[config.mk]
export PLATFORM = sky130hd
export DESIGN_NAME = lsu
export DESIGN_NICKNAME = d
export VERILOG_FILES = /design/src/rtl/lsu_pkg.sv /design/src/rtl/lsu_align.sv /design/src/rtl/lsu.sv
export SDC_FILE = /design/constraint.sdc
export NUM_CORES = 1
export LEC_CHECK = 0
export ABC_AREA = 1
export CORE_AREA = 2 2 193 195
export DETAILED_ROUTE_END_ITERATION = 12
export DIE_AREA = 0 0 195 197
export GPL_ROUTABILITY_DRIVEN = 0
export SYNTH_ARGS = -nofsm -noshare
export SYNTH_HDL_FRONTEND = slang
export SYNTH_SLANG_ARGS = --single-unit
[constraint.sdc]
create_clock -name i_clk -period 2.35 [get_ports i_clk]
set_input_delay 0.705 -clock i_clk [delete_from_list [all_inputs] [get_ports i_clk]]
set_output_delay 0.705 -clock i_clk [all_outputs]
set_load 0.02 [all_outputs]
[src/rtl/lsu_pkg.sv]
// Shared constants and types for the load-store unit.
//   OPC_*   : RV32 major opcodes that need a data-memory access
//   F3_*    : funct3 size/sign encodings for loads and stores
//   state_t : LSU control state
package lsu_pkg;

   localparam logic [6:0] OPC_LOAD  = 7'b0000011;
   localparam logic [6:0] OPC_STORE = 7'b0100011;

   localparam logic [2:0] F3_B  = 3'b000;
   localparam logic [2:0] F3_H  = 3'b001;
   localparam logic [2:0] F3_W  = 3'b010;
   localparam logic [2:0] F3_BU = 3'b100;
   localparam logic [2:0] F3_HU = 3'b101;

   typedef enum logic [1:0] {IDLE, REQ, WAIT, DONE} state_t;

endpackage

[src/rtl/lsu_align.sv]
// Byte-lane formatting for the load-store unit (purely combinational).
//   funct3 : access size / signedness
//   a      : low two address bits
//   src2   : raw store data      -> wdata (lane-replicated), wmask
//   rdata  : raw memory read word -> ldata (extracted, extended)
module lsu_align
   import lsu_pkg::*;
(
   input  logic [2:0]  funct3,
   input  logic [1:0]  a,
   input  logic [31:0] src2,
   input  logic [31:0] rdata,
   output logic [31:0] wdata,
   output logic [3:0]  wmask,
   output logic [31:0] ldata
);

   logic [7:0]  byte_sel;
   logic [15:0] half_sel;

   // Misaligned halfwords use a[1] only; misaligned words ignore a.
   assign byte_sel = rdata[{a, 3'b000} +: 8];
   assign half_sel = a[1] ? rdata[31:16] : rdata[15:0];

   always_comb begin
      wdata = src2;
      wmask = 4'b1111;
      case (funct3)
         F3_B: begin
            wdata = {4{src2[7:0]}};
            wmask = 4'b0001 << a;
         end
         F3_H: begin
            wdata = {2{src2[15:0]}};
            wmask = a[1] ? 4'b1100 : 4'b0011;
         end
         default: ;
      endcase
   end

   always_comb begin
      ldata = rdata;
      case (funct3)
         F3_B:    ldata = {{24{byte_sel[7]}}, byte_sel};
         F3_BU:   ldata = {24'h0, byte_sel};
         F3_H:    ldata = {{16{half_sel[15]}}, half_sel};
         F3_HU:   ldata = {16'h0, half_sel};
         default: ldata = rdata;
      endcase
   end

endmodule

[src/rtl/lsu.sv]
// Load-store unit between execute and write-back.
//   i_valid/o_ready      : accept one instruction + payload from execute
//   o_mem_* / i_mem_*    : data-memory request (held until gnt) and response
//   o_valid/i_ready      : registered payload + formatted load data to write-back
// Non-memory instructions go IDLE -> DONE (one cycle); loads/stores go
// IDLE -> REQ -> WAIT -> DONE.
module lsu
   import lsu_pkg::*;
(
   input  logic        i_clk,
   input  logic        i_rst_n,
   input  logic        i_valid,
   output logic        o_ready,
   input  logic [31:0] i_inst,
   input  logic [31:0] i_pc,
   input  logic [31:0] i_imm,
   input  logic [31:0] i_src1,
   input  logic [31:0] i_ALUout,
   input  logic [31:0] i_src2,
   input  logic        i_reg_wena,
   input  logic [1:0]  i_reg_sel,
   output logic        o_mem_req,
   output logic        o_mem_wen,
   output logic [31:0] o_mem_addr,
   output logic [31:0] o_mem_wdata,
   output logic [3:0]  o_mem_wmask,
   input  logic        i_mem_gnt,
   input  logic        i_mem_rvalid,
   input  logic [31:0] i_mem_rdata,
   output logic        o_valid,
   input  logic        i_ready,
   output logic [31:0] o_mem_rdata,
   output logic [31:0] o_inst,
   output logic [31:0] o_pc,
   output logic [31:0] o_imm,
   output logic [31:0] o_src1,
   output logic [31:0] o_ALUout,
   output logic        o_reg_wena,
   output logic [1:0]  o_reg_sel
);

   state_t      state, next;
   logic [31:0] src2;
   logic        is_load, is_store, in_mem;
   logic [31:0] wdata, ldata;
   logic [3:0]  wmask;

   assign is_load  = (o_inst[6:0] == OPC_LOAD);
   assign is_store = (o_inst[6:0] == OPC_STORE);
   assign in_mem   = (i_inst[6:0] == OPC_LOAD) || (i_inst[6:0] == OPC_STORE);

   lsu_align u_align (
      .funct3 (o_inst[14:12]),
      .a      (o_ALUout[1:0]),
      .src2   (src2),
      .rdata  (i_mem_rdata),
      .wdata  (wdata),
      .wmask  (wmask),
      .ldata  (ldata)
   );

   always_ff @(posedge i_clk or negedge i_rst_n) begin
      if (!i_rst_n) begin
         state       <= IDLE;
         o_inst      <= '0;
         o_pc        <= '0;
         o_imm       <= '0;
         o_src1      <= '0;
         o_ALUout    <= '0;
         src2        <= '0;
         o_reg_wena  <= 1'b0;
         o_reg_sel   <= '0;
         o_mem_rdata <= '0;
      end else begin
         state <= next;
         if (state == IDLE && i_valid) begin
            o_inst      <= i_inst;
            o_pc        <= i_pc;
            o_imm       <= i_imm;
            o_src1      <= i_src1;
            o_ALUout    <= i_ALUout;
            src2        <= i_src2;
            o_reg_wena  <= i_reg_wena;
            o_reg_sel   <= i_reg_sel;
            o_mem_rdata <= '0;
         end
         // Store responses carry no data; only loads capture the word.
         if (state == WAIT && i_mem_rvalid && is_load)
            o_mem_rdata <= ldata;
      end
   end

   always_comb begin
      next        = state;
      o_ready     = 1'b0;
      o_valid     = 1'b0;
      o_mem_req   = 1'b0;
      o_mem_wen   = is_store;
      o_mem_addr  = {o_ALUout[31:2], 2'b00};
      o_mem_wdata = wdata;
      o_mem_wmask = is_store ? wmask : 4'b0000;
      case (state)
         IDLE: begin
            o_ready = 1'b1;
            if (i_valid) next = in_mem ? REQ : DONE;
         end
         REQ: begin
            o_mem_req = 1'b1;
            if (i_mem_gnt) next = WAIT;
         end
         WAIT: if (i_mem_rvalid) next = DONE;
         DONE: begin
            o_valid = 1'b1;
            if (i_ready) next = IDLE;
         end
         default: next = IDLE;
      endcase
   end

endmodule

After elaboration in Yosys (flattened, before gate mapping):

Index checks and enable logic that the tools add are counted.

* bits in writable memories: 0
* memory bits (read-only): 0
* bits in registers: 229
* input port bits: 233
* latch bits: 0
* memories: 0

* bitwise logic cells: 0
* equal/unequal tests: 14
* multiplexer cells: 17
* shift-type cells: 2
* div/mod/pow operators: 0
* multipliers: 0
* reductions and logical operators: 8
* add/sub/neg operators: 0
* $lt $le $gt $ge: 0

Operators by type and width (number)
* case mux 32 bit (4 select lines): 1
* 2-to-1 mux 32 bit: 2
* case mux 32 bit (2 select lines): 1
* indexed part select 32 x 6 -> 8 bit: 1
* 2-to-1 mux 16 bit: 1
* equality test 7 x 2 -> 1 bit (second input constant): 2
* equality test 7 x 6 -> 1 bit (second input constant): 2
* 2-to-1 mux 2 bit: 5
* 2-to-1 mux 4 bit: 2
* inequality test 2 bit (second input constant): 4
* case mux 2 bit (4 select lines): 1
* case mux 4 bit (2 select lines): 1
* equality test 3 bit (second input constant): 2
* equality test 2 bit (second input constant): 2
* AND reduction 4 bit: 1
* left shift 1 x 2 -> 4 bit (first input constant): 1
* equality test 3 x 1 -> 1 bit (second input constant): 1
* logical AND 1 bit: 3
* zero test 3 bit: 1
* 2-to-1 mux 1 bit: 3
* equality test 2 x 1 -> 1 bit (second input constant): 1
* zero test 2 bit: 1
* nonzero test 2 bit: 1
* logical OR 1 bit: 1

Depth between registers and ports, before layout:

* depth in word-level cells: 5
* gate-level depth with buffers: 10
* gate-level depth less buffers: 8

Modules after synthesis:

A second synthesis with hierarchy kept.

* cells, all modules: 885
* area total of the unflattened synthesis: 10353.7 µm²

By module, submodules not included
* lsu: instances 1, area an instance 9106.2 µm², seq. area each 5730.5 µm², cells an instance 646
* lsu_align: instances 1, area an instance 1247.4 µm², seq. area each 0.0 µm², cells an instance 239

Worst setup path before layout:

OpenSTA, ideal clock, no wires.

* path type: reg2out
* start point: reg o_inst[13]
* end point: out o_mem_wdata[10]
* cell stages (with the launch flop): 7
* data arrival time: 1.501 ns
* slack: 0.144 ns
* cell sequence: dfrtp_1 buf_6 nor2_4 nand2_4 nand2_1 buf_2 o21ai_0

* longest elaborated chain between the ends: 2
* elaborated cells between the ends (all ways): 3

RTL lines
* start, declared: line lsu.sv:33 `output logic [31:0] o_inst,`
* start signal, assigned: line lsu.sv:77 `o_inst <= i_inst;`
* equality test 3 x 1 -> 1 bit / zero test 3 bit (equally long branches): line lsu_align.sv:28 `case (funct3)`
* case mux 32 bit (2 select lines) *: line lsu_align.sv:28
* end, declared: line lsu.sv:25 `output logic [31:0] o_mem_wdata,`

Mark *: on every way between the ends. The rest lies on a longest branch, timed or not.

Worst setup path after layout:

* start point: reg o_inst[13]
* end point: out o_mem_wdata[31]

Same word-level chain as after synthesis.

==> results.md <==
- The flow ran to the end, but the final reports show violations.
- The final reports fail on setup timing.
- Setup repair after global routing could not meet its margin everywhere.
- Counting the buffers created by CTS gives 27.
- The dominant cell type by area after synthesis is sky130_fd_sc_hd__dfrtp_1.
- Clock tree synthesis found a total of roughly 230 sinks.
- The final-report setup violation count is 28.
- The post-placement cell area is 15900 µm².
- In the post-route analysis, the smallest setup slack over all paths is -0.179 ns.
- The setup check on the worst reg-to-reg path leaves a slack of 0.54 ns.
- For this run the aggregate overflow at the end of global routing stands at 0.
- The total count of max-transition violations in the final report is 0.
- The share of cells above drive strength 1 is 25.8%.
- The floorplan step defined a die boundary enclosing 38400 µm².
- The xor-xnor portion of the synthesized cell area is 0%.
- The average wire per standard cell is just under 20 µm.
- The later pin in the worst-skew pair is clocked with a latency of 0.54 ns.
- The nature of the critical path endpoint is an output port.
- The maximum number of pins on one net before global-route repair is 71.
- The total number of nets in the final design is 1690.
- The first global-routing pass estimated 56700 µm of wire.
- Detailed placement ended at an HPWL of 29200 µm.
- The number of endpoints with negative hold slack in the final report is 0.
- The fraction of registers with async set or reset after synthesis is 100%.
- Clock tree synthesis selected as its root buffer the cell sky130_fd_sc_hd__clkbuf_16.
- The total number of placement rows is 70.
- The area fraction of the dominant cell type after synthesis is 55.5%.
- The routing usage on met3 is around 5.7%.
- TritonCTS built the clock tree.
- The number of placed instances, taps included is 1883.
- The ratio of routed vias to standard cells is 4.54.
- After the first detailed-routing iteration, the DRC count stood at 276.
- The total global-route track usage is 19.2%.
- For this run, global-route usage on met2 was measured as 34.9%.
- The routing usage on met1 is 22.2%.
- In this run the worst path has a maximum fanout of 5.
- The post-route cell area is 17200 µm².
- The most common cell in the synthesized netlist is sky130_fd_sc_hd__dfrtp_1.
- The number of nets with antenna violations after routing is 0.
- The number of flops mapped to enable cells by yosys is 0.
- By area the synthesized netlist is led by sky130_fd_sc_hd__dfrtp_1, sky130_fd_sc_hd__mux2_2, sky130_fd_sc_hd__nand2_1.
- The effective utilization at floorplan is 28.5%.
- The clock-pin transition on the worst setup and hold timing paths is ~0.06 ns.
- STA classifies the critical path startpoint as a flip-flop.
- The sequential cell area fraction in the yosys report is 55.5%.
- The first-pass iteration count of the detailed router is 4.
- The shortest clock period the worst path allows after layout is 2.53 ns.
- The maximum clock insertion buffer count is 3.
- The cell leakage power is 7.74 nW.
- The cell area power density is 1410 nW/µm².
- The region available for standard cell placement spans roughly 36000 µm².
- CTS built an H-tree with a depth of 1.
- For this run, the top clock speed supported by timing is 395 MHz.
- The synthesized area per cell is about 11 µm².
- Among all flip-flop cells after synthesis, the most frequent one is sky130_fd_sc_hd__dfrtp_1.
- The tightest min-delay check is of the input port to asynchronous set/reset pin type.
- The area share of and/or/nand/nor cells after synthesis is 13.8%.
- The max-capacitance violation count is 0.
- The required time of the critical path is 1.64 ns.
- The finished layout holds 1943 standard cells, fillers aside.
- The detailed-route via count is 8821.
- The die is 195 µm wide.
- The number of design rule violations left after detail routing is 0.
- Timing analysis after detailed placement gives a worst setup slack of -0.179 ns.
- The number of port buffers is 497.
- Total power for the finished layout comes to 24.2 mW.
- The initial antenna violation count is 3.
- The number of warnings printed during yosys synthesis is 0.
- In the final timing run, aggregate negative setup slack is -3.60 ns.
- STA puts the critical path data arrival time at 1.82 ns.
- The synthesized netlist contains 29 unique library cells.
- For this design the top-level I/O count stands at 500.
- From synthesis to final layout, the design area changed by 66.2%.
- Summing the areas of all compound-gate instances in the mapped netlist gives 2.97% of the synthesized area.
- In this run, synthesis produced a sequential element count of 229.
- The fraction of synthesized area in multiplexers is about a fifth.
- The path type of the worst setup path is flip-flop to output port.
- After Yosys synthesis, full adders, half adders and majority gates account for 0.606% of the synthesized area.
- In the synthesized netlist, the cells that appear most often are sky130_fd_sc_hd__dfrtp_1, sky130_fd_sc_hd__mux2_2, sky130_fd_sc_hd__nand2_1, sky130_fd_sc_hd__nor2_1, sky130_fd_sc_hd__nand3_1.
- The number of global-route vias before repair is between 9000 and 10000.
- Counting every instance in the synthesized netlist gives ~950.
- The die is between 150 and 200 µm tall.
- In this run the most used layer during global routing was met2.
- The period utilization is 108%.
- The final clock skew is 0.00893 ns.
- The cell area that synthesis handed to floorplanning was between 10000 and 15000 µm².
- The total wire length after detailed routing is 38000 µm.
- By area, the combinational part of the netlist is dominated by multiplexers.
- Across the VDD grid, the largest voltage drop is ~0.96 mV.
## state kept, by name, indices dropped and copies added, names as in the netlist, 32 cells and up
register,count
o_pc,32
o_imm,32
o_inst,32
o_mem_rdata,32
o_src1,32
src2,32
o_ALUout,32
## power by group
part	switching (mW)	internal (mW)	total [mW]	leakage (nW)
clock	1.71	2.68	4.40	0.464
sequential	1.13	5.72	6.84	2.76
combinational	6.55	6.42	13.0	4.52
total	9.40	14.8	24.2	7.74
## path summary, 6_finish.rpt
path / depth (start not counted) / start / to
max in group asynchronous: 2 / i_rst_n / o_imm[24]
min: 1 / i_rst_n / src2[8]
min reg2reg: 2 / o_mem_rdata[9] / o_mem_rdata[9]
max: 8 / o_inst[13] / o_mem_wdata[31]
max reg2reg: 7 / state[0] / o_ALUout[23]
min in group i_clk: 2 / o_mem_rdata[9] / o_mem_rdata[9]
## critical path, cell delays in order (launching register included)
cell	delay [ns]
sky130_fd_sc_hd__dfrtp_2	0.44
sky130_fd_sc_hd__inv_2	0.09
sky130_fd_sc_hd__nand3_4	0.13
sky130_fd_sc_hd__buf_6	0.17
sky130_fd_sc_hd__o22ai_2	0.09
sky130_fd_sc_hd__inv_2	0.07
sky130_fd_sc_hd__buf_6	0.12
sky130_fd_sc_hd__nand2_4	0.06
sky130_fd_sc_hd__buf_6	0.13
## layout by cell type, fill, tap and decap left out, drive strengths merged, types with 5 or more instances in the layout
cell           instances
mux2                 179
buf                   90
nand2                178
dfrtp                229
clkinv                 7
clkdlybuf4s50        443
inv                   59
o21ai                 30
nor2                  78
dlygate4sd2           19
a21oi                 23
clkbuf                42
nand3                 69
ha                     5
## cell type report
cell class | instances | area (µm²)
fill | 3415 | 19100
sequential | 229 | 5730
tap | 468 | 586
timing repair buffer | 558 | 5670
inverter | 59 | 236
multi-input combinational | 577 | 3990
antenna | 2 | 5.00
clock buffer | 38 | 797
clock inverter | 12 | 144
## cells by family (layout without fill, tap and decap cells)
kind of cell    Yosys count  after routing
flops                   229            229
buf+inv                 147            667
other cells               1              4
compound gates           59             59
fa+ha+maj                 5              5
simple gates            332            332
mux                     179            179
## through the flow
| step | hold slack [ns] | util [%] |
|---|---|---|
| finish | 0.0769 | 47.3 |
| global route | 0.0838 | 47.3 |
| CTS | 0.0725 | 46.7 |
| detailed placement | 0.491 | 44.0 |
| global placement | 0.486 | 44.0 |
| floorplan | 0.409 | - |
## routing by layer
| layer | part of all wire (%) | routed length, µm |
|---|---|---|
| met1 | 38 | 14500 |
| met2 | 51 | 19600 |
| met3 | 8.4 | 3190 |
| met4 | 2.1 | 790 |
| met5 | 0.034 | 13 |
## what timing repair did
item	CTS	global route
setup endpoints to repair	50	33
setup buffers	3	3
cloned	0	2
resized for setup	214	47
pin swaps	4	12
hold buffers	0	0
(Power assumes the default switching activity.)
